## src/rtl/dispatch_queue.sv

```systemverilog
// dispatch_queue: instruction FIFO between fetcher and ROB/RS/SLB. The head entry is
// decoded and issued combinationally once the ROB and its target station can accept it.
module dispatch_queue #(
  parameter int QUEUE_DEPTH = 8,
  parameter int ROB_TAG_W   = 4,
  parameter int OP_W        = 6
) (
  input  logic                 clk,
  input  logic                 rst,
  input  logic                 rdy,
  input  logic                 in_fetcher_ce,
  input  logic [31:0]          in_fetcher_instr,
  input  logic [31:0]          in_fetcher_pc,
  input  logic                 in_fetcher_jump_ce,
  output logic                 out_fetcher_full,
  output logic [4:0]           out_reg_tag1,
  output logic [4:0]           out_reg_tag2,
  input  logic [31:0]          in_reg_value1,
  input  logic [31:0]          in_reg_value2,
  input  logic [ROB_TAG_W-1:0] in_reg_robtag1,
  input  logic [ROB_TAG_W-1:0] in_reg_robtag2,
  input  logic                 in_reg_busy1,
  input  logic                 in_reg_busy2,
  output logic [ROB_TAG_W-1:0] out_rob_fetch_tag1,
  output logic [ROB_TAG_W-1:0] out_rob_fetch_tag2,
  input  logic [31:0]          in_rob_fetch_value1,
  input  logic [31:0]          in_rob_fetch_value2,
  input  logic                 in_rob_fetch_ready1,
  input  logic                 in_rob_fetch_ready2,
  input  logic [ROB_TAG_W-1:0] in_rob_freetag,
  input  logic                 in_rob_full,
  input  logic                 in_rs_full,
  input  logic                 in_slb_full,
  input  logic                 in_alu_cdb_ce,
  input  logic                 in_slb_cdb_ce,
  input  logic [ROB_TAG_W-1:0] in_alu_cdb_tag,
  input  logic [ROB_TAG_W-1:0] in_slb_cdb_tag,
  input  logic [31:0]          in_alu_cdb_value,
  input  logic [31:0]          in_slb_cdb_value,
  input  logic                 in_rob_clear,
  output logic                 out_reg_ce,
  output logic [4:0]           out_reg_destination,
  output logic [ROB_TAG_W-1:0] out_reg_rob_tag,
  output logic                 out_rob_ce,
  output logic [4:0]           out_rob_destination,
  output logic [OP_W-1:0]      out_rob_op,
  output logic                 out_rob_jump_ce,
  output logic [31:0]          out_pc,
  output logic                 out_rs_ce,
  output logic [ROB_TAG_W-1:0] out_rs_rob_tag,
  output logic [OP_W-1:0]      out_rs_op,
  output logic [31:0]          out_rs_value1,
  output logic [31:0]          out_rs_value2,
  output logic [31:0]          out_rs_imm,
  output logic [ROB_TAG_W-1:0] out_rs_tag1,
  output logic [ROB_TAG_W-1:0] out_rs_tag2,
  output logic                 out_slb_ce,
  output logic [ROB_TAG_W-1:0] out_slb_rob_tag,
  output logic [OP_W-1:0]      out_slb_op,
  output logic [31:0]          out_slb_value1,
  output logic [31:0]          out_slb_value2,
  output logic [31:0]          out_slb_imm,
  output logic [ROB_TAG_W-1:0] out_slb_tag1,
  output logic [ROB_TAG_W-1:0] out_slb_tag2
);
  localparam int PTR_W = $clog2(QUEUE_DEPTH);
  localparam int OPR_W = ROB_TAG_W + 32;

  // Internal opcode encoding; 0 marks an illegal instruction.
  localparam logic [OP_W-1:0] OP_LUI  = OP_W'(1),  OP_AUIPC = OP_W'(2),  OP_JAL  = OP_W'(3),
    OP_JALR = OP_W'(4),  OP_BEQ  = OP_W'(5),  OP_BNE  = OP_W'(6),  OP_BLT   = OP_W'(7),
    OP_BGE  = OP_W'(8),  OP_BLTU = OP_W'(9),  OP_BGEU = OP_W'(10), OP_LB    = OP_W'(11),
    OP_LH   = OP_W'(12), OP_LW   = OP_W'(13), OP_LBU  = OP_W'(14), OP_LHU   = OP_W'(15),
    OP_SB   = OP_W'(16), OP_SH   = OP_W'(17), OP_SW   = OP_W'(18), OP_ADDI  = OP_W'(19),
    OP_SLTI = OP_W'(20), OP_SLTIU= OP_W'(21), OP_XORI = OP_W'(22), OP_ORI   = OP_W'(23),
    OP_ANDI = OP_W'(24), OP_SLLI = OP_W'(25), OP_SRLI = OP_W'(26), OP_SRAI  = OP_W'(27),
    OP_ADD  = OP_W'(28), OP_SUB  = OP_W'(29), OP_SLL  = OP_W'(30), OP_SLT   = OP_W'(31),
    OP_SLTU = OP_W'(32), OP_XOR  = OP_W'(33), OP_SRL  = OP_W'(34), OP_SRA   = OP_W'(35),
    OP_OR   = OP_W'(36), OP_AND  = OP_W'(37);

  logic [QUEUE_DEPTH-1:0][31:0] r_instr, r_pc;
  logic [QUEUE_DEPTH-1:0]       r_jmp;
  logic [PTR_W-1:0]             r_head, r_tail;
  logic [PTR_W:0]               r_count;

  logic             w_nempty, w_push, w_pop, w_issue, w_drop, w_tgt_full;
  logic [31:0]      w_instr;
  logic [OP_W-1:0]  w_op;
  logic [31:0]      w_imm;
  logic             w_legal, w_use1, w_use2, w_wrd, w_slb;
  logic [OPR_W-1:0] w_opnd1, w_opnd2;

  assign w_nempty         = (r_count != '0);
  assign out_fetcher_full = (r_count == (PTR_W+1)'(QUEUE_DEPTH));
  assign w_instr          = w_nempty ? r_instr[r_head] : 32'd0;
  assign out_reg_tag1     = w_instr[19:15];
  assign out_reg_tag2     = w_instr[24:20];
  assign out_rob_fetch_tag1 = in_reg_robtag1;
  assign out_rob_fetch_tag2 = in_reg_robtag2;

  assign w_push     = rdy && !rst && in_fetcher_ce && !out_fetcher_full && !in_rob_clear;
  assign w_tgt_full = w_slb ? in_slb_full : in_rs_full;
  assign w_issue    = rdy && !rst && w_nempty && !in_rob_clear && !in_rob_full && !w_tgt_full && w_legal;
  assign w_drop     = rdy && !rst && w_nempty && !in_rob_clear && !w_legal;
  assign w_pop      = w_issue || w_drop;

  always_comb begin
    w_op = '0; w_imm = '0; w_use1 = 1'b0; w_use2 = 1'b0; w_wrd = 1'b0; w_slb = 1'b0;
    case (w_instr[6:0])
      7'b0110111: begin w_op = OP_LUI;   w_wrd = 1'b1; w_imm = {w_instr[31:12], 12'd0}; end
      7'b0010111: begin w_op = OP_AUIPC; w_wrd = 1'b1; w_imm = {w_instr[31:12], 12'd0}; end
      7'b1101111: begin
        w_op = OP_JAL; w_wrd = 1'b1;
        w_imm = {{11{w_instr[31]}}, w_instr[31], w_instr[19:12], w_instr[20], w_instr[30:21], 1'b0};
      end
      7'b1100111: begin
        if (w_instr[14:12] == 3'b000) w_op = OP_JALR;
        w_use1 = 1'b1; w_wrd = 1'b1; w_imm = {{20{w_instr[31]}}, w_instr[31:20]};
      end
      7'b1100011: begin
        case (w_instr[14:12])
          3'b000: w_op = OP_BEQ;  3'b001: w_op = OP_BNE;
          3'b100: w_op = OP_BLT;  3'b101: w_op = OP_BGE;
          3'b110: w_op = OP_BLTU; 3'b111: w_op = OP_BGEU;
          default: ;
        endcase
        w_use1 = 1'b1; w_use2 = 1'b1;
        w_imm = {{19{w_instr[31]}}, w_instr[31], w_instr[7], w_instr[30:25], w_instr[11:8], 1'b0};
      end
      7'b0000011: begin
        case (w_instr[14:12])
          3'b000: w_op = OP_LB;  3'b001: w_op = OP_LH; 3'b010: w_op = OP_LW;
          3'b100: w_op = OP_LBU; 3'b101: w_op = OP_LHU;
          default: ;
        endcase
        w_use1 = 1'b1; w_wrd = 1'b1; w_slb = 1'b1; w_imm = {{20{w_instr[31]}}, w_instr[31:20]};
      end
      7'b0100011: begin
        case (w_instr[14:12])
          3'b000: w_op = OP_SB; 3'b001: w_op = OP_SH; 3'b010: w_op = OP_SW;
          default: ;
        endcase
        w_use1 = 1'b1; w_use2 = 1'b1; w_slb = 1'b1;
        w_imm = {{20{w_instr[31]}}, w_instr[31:25], w_instr[11:7]};
      end
      7'b0010011: begin
        w_use1 = 1'b1; w_wrd = 1'b1; w_imm = {{20{w_instr[31]}}, w_instr[31:20]};
        case (w_instr[14:12])
          3'b000: w_op = OP_ADDI; 3'b010: w_op = OP_SLTI; 3'b011: w_op = OP_SLTIU;
          3'b100: w_op = OP_XORI; 3'b110: w_op = OP_ORI;  3'b111: w_op = OP_ANDI;
          3'b001: begin
            if (w_instr[31:26] == 6'd0) w_op = OP_SLLI;
            w_imm = {26'd0, w_instr[25:20]};
          end
          default: begin
            if (!w_instr[31] && w_instr[29:26] == 4'd0) w_op = w_instr[30] ? OP_SRAI : OP_SRLI;
            w_imm = {26'd0, w_instr[25:20]};
          end
        endcase
      end
      7'b0110011: begin
        w_use1 = 1'b1; w_use2 = 1'b1; w_wrd = 1'b1;
        if (w_instr[31:25] == 7'b0000000) begin
          case (w_instr[14:12])
            3'b000: w_op = OP_ADD; 3'b001: w_op = OP_SLL; 3'b010: w_op = OP_SLT;
            3'b011: w_op = OP_SLTU; 3'b100: w_op = OP_XOR; 3'b101: w_op = OP_SRL;
            3'b110: w_op = OP_OR;  default: w_op = OP_AND;
          endcase
        end else if (w_instr[31:25] == 7'b0100000) begin
          if (w_instr[14:12] == 3'b000) w_op = OP_SUB;
          else if (w_instr[14:12] == 3'b101) w_op = OP_SRA;
        end
      end
      default: ;
    endcase
    w_legal = (w_op != '0);
  end

  // Returns {tag, value}; a CDB hit this cycle beats waiting on the ROB entry.
  function automatic logic [OPR_W-1:0] resolve(input logic [4:0] rs, input logic busy,
      input logic [ROB_TAG_W-1:0] tag, input logic [31:0] rval, input logic rrdy,
      input logic [31:0] rbval);
    if (rs == 5'd0)                                   resolve = '0;
    else if (!busy)                                   resolve = {{ROB_TAG_W{1'b0}}, rval};
    else if (rrdy)                                    resolve = {{ROB_TAG_W{1'b0}}, rbval};
    else if (in_alu_cdb_ce && in_alu_cdb_tag == tag)  resolve = {{ROB_TAG_W{1'b0}}, in_alu_cdb_value};
    else if (in_slb_cdb_ce && in_slb_cdb_tag == tag)  resolve = {{ROB_TAG_W{1'b0}}, in_slb_cdb_value};
    else                                              resolve = {tag, 32'd0};
  endfunction

  assign w_opnd1 = w_use1 ? resolve(w_instr[19:15], in_reg_busy1, in_reg_robtag1, in_reg_value1,
                                    in_rob_fetch_ready1, in_rob_fetch_value1) : '0;
  assign w_opnd2 = w_use2 ? resolve(w_instr[24:20], in_reg_busy2, in_reg_robtag2, in_reg_value2,
                                    in_rob_fetch_ready2, in_rob_fetch_value2) : '0;

  always_comb begin
    out_reg_ce = 1'b0; out_reg_destination = '0; out_reg_rob_tag = '0;
    out_rob_ce = 1'b0; out_rob_destination = '0; out_rob_op = '0; out_rob_jump_ce = 1'b0; out_pc = '0;
    out_rs_ce = 1'b0; out_rs_rob_tag = '0; out_rs_op = '0; out_rs_value1 = '0; out_rs_value2 = '0;
    out_rs_imm = '0; out_rs_tag1 = '0; out_rs_tag2 = '0;
    out_slb_ce = 1'b0; out_slb_rob_tag = '0; out_slb_op = '0; out_slb_value1 = '0; out_slb_value2 = '0;
    out_slb_imm = '0; out_slb_tag1 = '0; out_slb_tag2 = '0;
    if (w_issue) begin
      out_rob_ce = 1'b1; out_rob_op = w_op; out_rob_jump_ce = r_jmp[r_head]; out_pc = r_pc[r_head];
      out_rob_destination = w_wrd ? w_instr[11:7] : 5'd0;
      if (w_wrd && w_instr[11:7] != 5'd0) begin
        out_reg_ce = 1'b1; out_reg_destination = w_instr[11:7]; out_reg_rob_tag = in_rob_freetag;
      end
      if (w_slb) begin
        out_slb_ce = 1'b1; out_slb_rob_tag = in_rob_freetag; out_slb_op = w_op; out_slb_imm = w_imm;
        {out_slb_tag1, out_slb_value1} = w_opnd1;
        {out_slb_tag2, out_slb_value2} = w_opnd2;
      end else begin
        out_rs_ce = 1'b1; out_rs_rob_tag = in_rob_freetag; out_rs_op = w_op; out_rs_imm = w_imm;
        {out_rs_tag1, out_rs_value1} = w_opnd1;
        {out_rs_tag2, out_rs_value2} = w_opnd2;
      end
    end
  end

  always_ff @(posedge clk) begin
    if (rst) begin
      r_head <= '0; r_tail <= '0; r_count <= '0;
    end else if (rdy) begin
      if (in_rob_clear) begin
        r_head <= '0; r_tail <= '0; r_count <= '0;
      end else begin
        if (w_push) r_tail <= r_tail + PTR_W'(1);
        if (w_pop)  r_head <= r_head + PTR_W'(1);
        r_count <= r_count + (PTR_W+1)'(w_push) - (PTR_W+1)'(w_pop);
      end
    end
  end

  always_ff @(posedge clk) begin
    if (w_push) begin
      r_instr[r_tail] <= in_fetcher_instr;
      r_pc[r_tail]    <= in_fetcher_pc;
      r_jmp[r_tail]   <= in_fetcher_jump_ce;
    end
  end
endmodule

```

## config.mk

```make
export PLATFORM = sky130hd
export DESIGN_NAME = dispatch_queue
export DESIGN_NICKNAME = d
export VERILOG_FILES = /design/src/rtl/dispatch_queue.sv
export SDC_FILE = /design/constraint.sdc
export NUM_CORES = 1
export LEC_CHECK = 0
export BUFFER_PORTS_ARGS = -buffer_cell sky130_fd_sc_hd__buf_2
export CORE_MARGIN = 8
export CORE_UTILIZATION = 25
export CTS_BUF_LIST = sky130_fd_sc_hd__clkbuf_8
export CTS_CLUSTER_DIAMETER = 80
export DETAILED_ROUTE_END_ITERATION = 8
export GPL_ROUTABILITY_DRIVEN = 0
export PLACE_DENSITY = 0.51
export SYNTH_ARGS = -nofsm -noshare
export SYNTH_HDL_FRONTEND = slang
export SYNTH_SLANG_ARGS = --single-unit
export TNS_END_PERCENT = 30
```

## constraint.sdc

```tcl
create_clock -name clk -period 12.2 [get_ports clk]
set_input_delay 1.22 -clock clk [delete_from_list [all_inputs] [get_ports clk]]
set_output_delay 1.22 -clock clk [all_outputs]
set_load 0.05 [all_outputs]
```

[Word level (Yosys, flattened, before mapping)]
Index checks and enable logic that the tools add are counted.
Word-level totals
  flip-flop bits (word level): 530
  bits in latches: 0
  bits in writable memories: 0
  bits in read-only memories: 0
  input port bits: 291
  output and inout port bits: 304
  logic and storage cells: 190
  memories kept: 0
Cells by class
  add/sub/neg operators: 4
  $mul: 0
  div/mod/pow operators: 0
  magnitude comparators: 3
  eq/ne operators: 22
  shift operators: 0
  multiplexer cells: 96
  bitwise gates (word level): 0
  reduce and logical (&&, ||, !) cells: 45
Operators by type and width (number)
  32-bit two-way mux: 18
  256-bit bitwise mux: 2
  36-bit two-way mux: 12
  32-bit binary-select mux with 3-bit select: 2
  32-bit case mux with 6 select lines: 1
  32-bit demux with 3-bit select: 1
  4-bit two-way mux: 15
  6-bit two-way mux: 9
  6-bit case mux with 9 select lines: 1
  6-bit case mux with 7 select lines: 1
  5-bit case mux with 7 select lines: 1
  5-bit two-way mux: 6
  7-bit by 6-bit equality test with 1-bit output (second input constant): 4
  4-bit case mux with 6 select lines: 1
  7-bit equality test (second input constant): 3
  4-bit case mux with 5 select lines: 1
  1-bit logical AND: 17
  4-bit equality test: 4
  1-bit two-way mux: 16
  3-bit two-way mux: 5
  5-bit case mux with 3 select lines: 1
  7-bit by 5-bit equality test with 1-bit output (second input constant): 2
  3-bit equality test (second input constant): 4
  6-bit OR reduction: 2
  other kinds (27): 41

[Longest topological paths before layout]
Gate-level depths: netlist of the first run.
  word-level depth: 15
  depth in mapped cells: 22
  depth with buffers taken out: 19

[Worst setup path after synthesis of the first run]
OpenSTA, ideal clock, no wires.
  path kind: input to register
  start point: in in_rob_clear
  end point: reg r_instr[0] (netlist bit), enable pin
  setup time: 0.568 ns
  arrival: 6.488 ns
  required time: 11.632 ns
  setup slack: 5.144 ns
  cell stages on the path: 4
  path buffers: 1
  path through: clkbuf_1 > nor4_1 > nand2b_1 > nor3_1
On the way
  word-level cells in the longest chain between the ends: 2
RTL lines
  from (decl): RTL line 40  | input logic in_rob_clear,
  1-bit logical NOT: RTL line 101  | assign w_push = rdy && !rst && in_fetcher_ce && !out_fetcher_full && !in_rob_clear;
  1-bit logical AND: RTL line 101
  to (signal, indexed assignment): RTL line 237  | r_instr[r_tail] <= in_fetcher_instr;
  to (decl): RTL line 81  | logic [QUEUE_DEPTH-1:0][31:0] r_instr, r_pc;
Every way passes these cells.
A chain may end at the register's enable or synchronous reset.

[Worst setup path after layout of the first run]
  start point: reg r_head[1]
  end point: out out_slb_tag2[0]
On the way
  word-level cells in the longest chain between the ends: 12
  elaborated cells between the ends (all ways): 54
  those cells by class: eq/ne (17); mux (24); reduce/logical (13)
RTL lines
  from (decl): RTL line 83  | logic [PTR_W-1:0] r_head, r_tail;
  from (signal assigned): RTL line 229  | if (w_pop) r_head <= r_head + PTR_W'(1);
  32-bit binary-select mux with 3-bit select (*): RTL line 95  | assign w_instr = w_nempty ? r_instr[r_head] : 32'd0;
  32-bit two-way mux (not written as such) (*): RTL line 95
  32-bit two-way mux (*): RTL line 95
  3-bit equality test
  6-bit two-way mux: RTL line 171  | else if (w_instr[14:12] == 3'b101) w_op = OP_SRA;
  6-bit two-way mux: RTL line 170  | if (w_instr[14:12] == 3'b000) w_op = OP_SUB;
  6-bit two-way mux: RTL line 169  | end else if (w_instr[31:25] == 7'b0100000) begin
  6-bit two-way mux: RTL line 163  | if (w_instr[31:25] == 7'b0000000) begin
  6-bit case mux with 9 select lines: RTL line 109  | case (w_instr[6:0])
  6-bit nonzero test: RTL line 176  | w_legal = (w_op != '0);
  1-bit logical AND: RTL line 103  | assign w_issue = rdy && !rst && w_nempty && !in_rob_clear && !in_rob_full && !w_tgt_full && w_legal;
  4-bit two-way mux (*): RTL line 203  | if (w_issue) begin
  to (decl): RTL line 64  | output logic [ROB_TAG_W-1:0] out_slb_tag2
Mark *: on every way between the ends. The rest lies on a longest branch, timed or not. The select of a mux whose other input is x is not followed.

==> results.cfg, run 1 <==
[status]
status = complete, no violations

[power]
swShare_pct = 22.2
internal_power_mw = 2.84
pwr-share-clk_pct = 40.1
power.share.sequential_pct = 55.0
ir_worst_vdd_v = 0.000127
powerDensity_mw_per_mm2 = 115
netSwitchingPower_uw = 809
p_comb_share_pct = 4.9
p_leak_nw = 11.3

[critical_path]
cp_max_fo = 71
setup.worst_path.start_class = flop
critical_path_required_ps = 10980
arrival_ps = 7650
critPathKind = flop to output port
worstReg2RegEnd = r_count[1]$_SDFFE_PP0P_
rr_worst_depth = 17
cp_cell_sequence = buf_4 -> nand3b_1 -> a21oi_1 -> or4_1 -> and4_1 -> nand2_1 -> o211ai_1 -> nor4_4 -> a41o_2 -> buf_4 -> or2_4 -> buf_4 -> nor2_1 -> and2_1 -> buf_2
rrSetupSlack_ps = 6110
crit_path_max_incr_delay_ps = 960
worstReg2RegStart = r_head[1]$_SDFFE_PP0P_
critPathCaptureType = output port
slowest_stage = buf_4
crit_top_cell = buf_4

[synthesis]
yosysSeqAreaShare_pct = 61.4
syn_nets = 2223
synth-async-reset-ratio_pct = 0
synth_warnings = 0
ys_seq_elements = 530
synth_edf_count = 520
netlist_area_mm2 = 0.0257
avgSynthCellArea_um2 = 13.4
synthCells = 1923
yosysUniqueCellTypes = 83
ys.flop_type = edfxtp_1

[routing]
first_pass_iters = 5
wl_per_cell_um = 26.0
drc = 0
routed_via_density = 4.80
drt_iter0_markers = 1544
wl_um = 103000
vias = 19000
detail-route-antenna-nets = 0

[clock_tree]
post_cts_resized = 0
cts_buffers = 90
cts-root-buf = clkbuf_8
post_cts_buffers = 0
ctsHtreeMaxLevel = 3
cts_tree = yes
hold_buffers = 0
clk_latency_ps = 670
clk_pin_slew_ps = 60
clock_sinks = 530
clk_path_buf_depth = 3

[placement]
dpl.hpwl_um = 74600
place_inst = 3788
portBuffers = 593

[global_route]
track_usage_pct = 17.1
grt_pass1_vias = 18800
grt_max_degree = 77
grt_pass1_wl_um = 142000
grt-ovfl-total = 0
grt_antenna_before_repair = 45

[layout]
syn_to_final_growth_pct = 23.6
drive_above_1_share_pct = 39.4
multi_input_area_mm2 = 0.00923
stdcell_count = 3962
final_nets = 2812
register_area_mm2 = 0.0158
n_fill_cell = 10400
utilization_pct = 31.2

[floorplan]
rows = 117
ios = 595
fp.dieW_um = 337
die_h_um = 337
die-area_mm2 = 0.113
initial_core_util_pct = 25.3
core_area_mm2 = 0.102

[min_path]
hold_path.class = flop to flop
worstHoldPathCells = 2
worstHoldStart = r_tail[0]$_SDFFE_PP0P_
min_to = r_tail[0]$_SDFFE_PP0P_

[sta]
setup_viol = 0
grt_setup_unrepaired = no
worst_slew_pin_slew_ps = 1170
finalSetupTns_ps = 0
finalClockSkew_ps = 26.6
max_freq_mhz = 113
slew-limit-headroom_pct = 21.5
layout_worst_path_cycle_share_pct = 72.7
finalMaxSlewViolations = 0
fin_crit_ps = 8870
final_hold_viol_count = 0

[job]
maxCapViolations = 0
[final cells by class]
| type | instances | share of cell area [%] |
|---|---|---|
| Sequential cell | 530 | 49.7 |
| Inverter | 18 | 0.212 |
| Multi-Input combinational cell | 1234 | 29.0 |
| Clock buffer | 92 | 3.98 |
| Clock inverter | 68 | 1.18 |
| Timing Repair Buffer | 638 | 10.4 |
| Antenna cell | 14 | 0.110 |
| Tap cell | 1368 | 5.38 |
[cells by family (layout without fill, tap and decap cells)]
family          after synthesis  count (layout)  synth area share [%]
other cells                   1              15                0.0146
compound gates              298             298                  7.48
simple gates                674             674                  12.6
buf+inv                     159             816                  3.12
fa+ha+maj                     9               9                 0.467
xor+xnor                     21              21                 0.715
mux                         231             231                  14.1
flops                       530             530                  61.4
[state kept, by name (all words and copies together), names as in the netlist]
register / cells
r_jmp: 8
r_tail: 3
r_count: 4
r_instr: 256
r_pc: 256
r_head: 3
[critical path, delay by kind of cell, from the launching register on]
kind / cells / cell delay [ps]
buffers and inverters: 4 / 2510
AO/OA/AOI/OAI: 3 / 530
flip-flops: 1 / 840
AND/OR/NAND/NOR: 8 / 2950
[power groups by stage]
stage	Sequential, mW	Clock, mW	Combinational (mW)
6_report	2.00	1.46	0.178
5_1_grt	2.00	1.58	0.194
4_1_cts	2.00	1.51	0.179
3_5_place_dp	2.04	0	0.178
3_3_place_gp	2.04	0	0.177
2_1_floorplan	2.04	0	0.0729
[through the flow]
stage | hold slack (ps) | cell area (µm²) | power, mW | setup WS, ps
floorplan | 462 | 25700 | 2.12 | 5140
global placement | 483 | 30100 | 2.22 | 4130
detailed placement | 485 | 30100 | 2.22 | 3960
CTS | 492 | 31800 | 3.69 | 3210
global route | 533 | 31800 | 3.78 | 2880
finish | 487 | 31800 | 3.65 | 3330
[layout by cell type (no fill, tap or decap), types with 5 or more instances in the layout]
master,instances
and3_1,13
a22oi_1,72
mux4_2,101
nand3_1,23
diode_2,14
and4_1,5
nor4_1,5
or2_2,38
nor2_1,192
a31oi_1,5
nand3b_1,5
and2_1,25
mux2_2,45
xor2_1,15
xnor2_1,6
a21oi_1,79
edfxtp_1,520
ha_1,8
o2111ai_1,6
buf_4,45
o21ai_0,75
nand2b_1,7
nand4_1,6
a32oi_1,5
nor2_4,36
nor3_1,25
clkinv_1,16
buf_2,593
clkinv_2,15
a211oi_1,5
dfxtp_1,7
nand2_1,253
clkbuf_8,92
nor2_2,11
inv_1,45
mux2i_1,83
[routing by layer]
layer  GRT usage [%]  vias to the layer above  share of wire [%]
met4            3.51                       14                2.0
met5               0                        -               0.10
met3            4.97                      159                8.9
li1                -                     8465                  -
met2            29.5                      897                 48
met1            21.4                     9477                 41
[worst max path at each step]
stage	startpoint	end	slack, ps	cells past startpoint
2_1_floorplan	in_rob_clear	r_instr[0]$_DFFE_PP_	5140	4
5_1_grt	r_head[1]$_SDFFE_PP0P_	out_slb_tag2[0]	2880	15
3_5_place_dp	r_head[1]$_SDFFE_PP0P_	out_slb_tag2[0]	3960	15
6_report	r_head[1]$_SDFFE_PP0P_	out_slb_tag2[0]	3330	15
3_3_place_gp	r_head[1]$_SDFFE_PP0P_	out_slb_tag2[0]	4130	15
4_1_cts	r_head[1]$_SDFFE_PP0P_	out_slb_tag2[0]	3210	15
[synthesized netlist by cell type, types with 5 or more instances]
library cell	instances	area, µm²
nand3b_1	5	37.5
nor2_1	200	751
nand2_1	253	950
ha_1	8	100
clkbuf_1	67	251
mux2_2	45	507
nor2_2	9	56.3
nor2_4	30	338
inv_1	17	63.8
buf_1	19	71.3
buf_8	5	75.1
xor2_1	15	131
dfxtp_1	10	200
buf_6	8	90.1
and2_1	25	156
nand4_1	6	37.5
a22oi_1	73	548
nand3_1	23	115
mux4_2	101	2270
nor3_1	27	135
nor4_1	7	43.8
buf_4	15	113
edfxtp_1	520	15600
xnor2_1	6	52.6
a211oi_1	5	37.5
a32oi_1	5	43.8
buf_2	27	135
nand2b_1	8	50.1
and4_1	5	43.8
o2111ai_1	6	52.6
o22ai_1	5	31.3
and3_1	13	81.3
a31oi_1	5	31.3
or2_2	38	238
a21oi_1	79	395
mux2i_1	83	831
o21ai_0	75	375
No activity file was read; power rests on OpenSTA's default activity.
==> run 2, diff against run 1 <==
Clock period 12.2 ns to 9.2 ns, I/O delays scaled along.
==> run 2 against run 1 <==
Compared with the run above:
- via count decreased by 0.77%
- largest power group unchanged
- total power rose by 30%
- non-clock buffer count is 5 lower
- highest routed layer unchanged
- count of clock-buffer cells in the layout decreased by 6
- global-route usage grew 0.064 points
- clock power increased by 27%
- sequential cell count stayed put
==> results.cfg, run 2 (same netlist as run 1, synthesis figures left out) <==
[sta]
max_freq_mhz = 142
finalClockSkew_ps = 25.1
slew-limit-headroom_pct = 11.6
final_hold_viol_count = 0
finalSetupTns_ps = 0
finalMaxSlewViolations = 0
setup_viol = 0
layout_worst_path_cycle_share_pct = 76.7
worst_slew_pin_slew_ps = 1320
grt_setup_unrepaired = no
fin_crit_ps = 7060
hold_ws_ps = 487
fin_ws_ps = 2140

[routing]
vias = 18900
routed_via_density = 4.77
first_pass_iters = 5
drt_iter0_markers = 1509
detail-route-antenna-nets = 0
wl_um = 103000
wl_per_cell_um = 26.1
drc = 0

[layout]
reg.largest.list = r_instr x256, r_pc x256, r_jmp x8
syn_to_final_growth_pct = 23.1
mostFrequentLayoutCells = buf_2, edfxtp_1, nand2_1
drive_above_1_share_pct = 39.0
final_nets = 2803
n_fill_cell = 10400
final_common_cell = buf_2
fin_area_mm2 = 0.0317

[clock_tree]
clk_pin_slew_ps = 60
ctsHtreeMaxLevel = 3
post_cts_resized = 0
clk_path_buf_depth = 3
cts_tree = yes
post_cts_buffers = 0
cts-root-buf = clkbuf_8
hold_buffers = 0
clk_latency_ps = 660
clock_sinks = 530
cts_buffers = 86

[global_route]
grt_pass1_vias = 19000
grt_antenna_before_repair = 41
grt-ovfl-total = 0
track_usage_pct = 17.2
grt_pass1_wl_um = 143000
grt_max_degree = 68

[floorplan]
core_area_mm2 = 0.102
initial_core_util_pct = 25.3
rows = 117
die-area_mm2 = 0.113
die_h_um = 337
ios = 595
fp.dieW_um = 337

[power]
powerDensity_mw_per_mm2 = 150
p_leak_nw = 11.2
ir_worst_vdd_v = 0.000145
power.total_mw = 4.75

[placement]
dpl.hpwl_um = 75200
pre_cts_ws_ps = 2780
place_area_mm2 = 0.0301
portBuffers = 593

[min_path]
worstHoldStart = r_tail[0]$_SDFFE_PP0P_
hold_path.class = flop to flop
worstHoldPathCells = 2
min_to = r_tail[0]$_SDFFE_PP0P_

[status]
status = complete, no violations

[critical_path]
worstReg2RegStart = r_head[2]$_SDFFE_PP0P_
rrSetupSlack_ps = 3530
critPathCaptureType = output port
cp_max_fo = 67
critPathKind = flop to output port
setup.worst_path.start_class = flop
critical_path_required_ps = 8280
worstReg2RegEnd = r_count[1]$_SDFFE_PP0P_
rr_worst_depth = 16
arrival_ps = 6140

[job]
maxCapViolations = 0
==> run 2: cell types whose count changed in the layout (fill, tap and decap cells not counted), moves of 2 or more <==
| cell | change |
|---|---|
| clkinv_1 | +7 |
| clkbuf_8 | -6 |
| clkinv_2 | -6 |
| buf_4 | -5 |
| diode_2 | +4 |
| inv_1 | -3 |
| clkinvlp_4 | -2 |
| inv_6 | +2 |
==> run 2: critical path, stage by stage, from the launching register on <==
cell,delay (ps)
dfxtp_2,760
buf_4,620
inv_2,400
mux2i_2,440
nand4_2,350
nor2_1,540
o31a_1,320
nor4_4,90
a41o_2,320
nand2b_4,480
buf_4,460
inv_1,120
nand2_1,110
nor2_1,110
buf_2,300
==> run 2: per-stage QoR <==
step,cells,utilization [%]
floorplan,1923,-
detailed placement,3783,29.5
CTS,3935,31.1
finish,3953,31.1
global route,3941,31.1
global placement,3782,29.5
==> run 2: how the worst max path moves through the flow <==
stage,start,endpoint,slack (ps)
2_1_floorplan,in_rob_clear,r_instr[0]$_DFFE_PP_,2440
3_3_place_gp,r_head[1]$_SDFFE_PP0P_,out_rs_imm[4],2890
3_5_place_dp,r_head[2]$_SDFFE_PP0P_,out_rs_imm[6],2780
4_1_cts,r_head[2]$_SDFFE_PP0P_,out_rs_imm[6],2040
5_1_grt,r_head[0]$_SDFFE_PP0P_,out_rs_imm[6],1640
6_report,r_head[2]$_SDFFE_PP0P_,out_rs_imm[10],2140
==> run 2: layout make-up <==
class                           count  area [µm²]  share of cell area [%]
Sequential cell                   530       15800                    49.9
Timing Repair Buffer              633        3270                    10.3
Clock inverter                     66         345                    1.09
Tap cell                         1368        1710                    5.40
Inverter                           18        67.6                   0.213
Antenna cell                       18        45.0                   0.142
Clock buffer                       86        1180                    3.74
Multi-Input combinational cell   1234        9240                    29.2
==> run 2: per-layer routing <==
layer	wire length (µm)	vias to the layer above	track usage (%)
li1	-	8446	-
met1	41900	9377	21.7
met2	49900	848	29.2
met3	8840	171	4.52
met4	2430	24	4.65
met5	157	-	0
==> run 2: power by group <==
part	total [mW]	switching [mW]	internal [mW]
combinational	0.237	0.146	0.0913
clock	1.85	0.918	0.932
sequential	2.66	0.00178	2.66
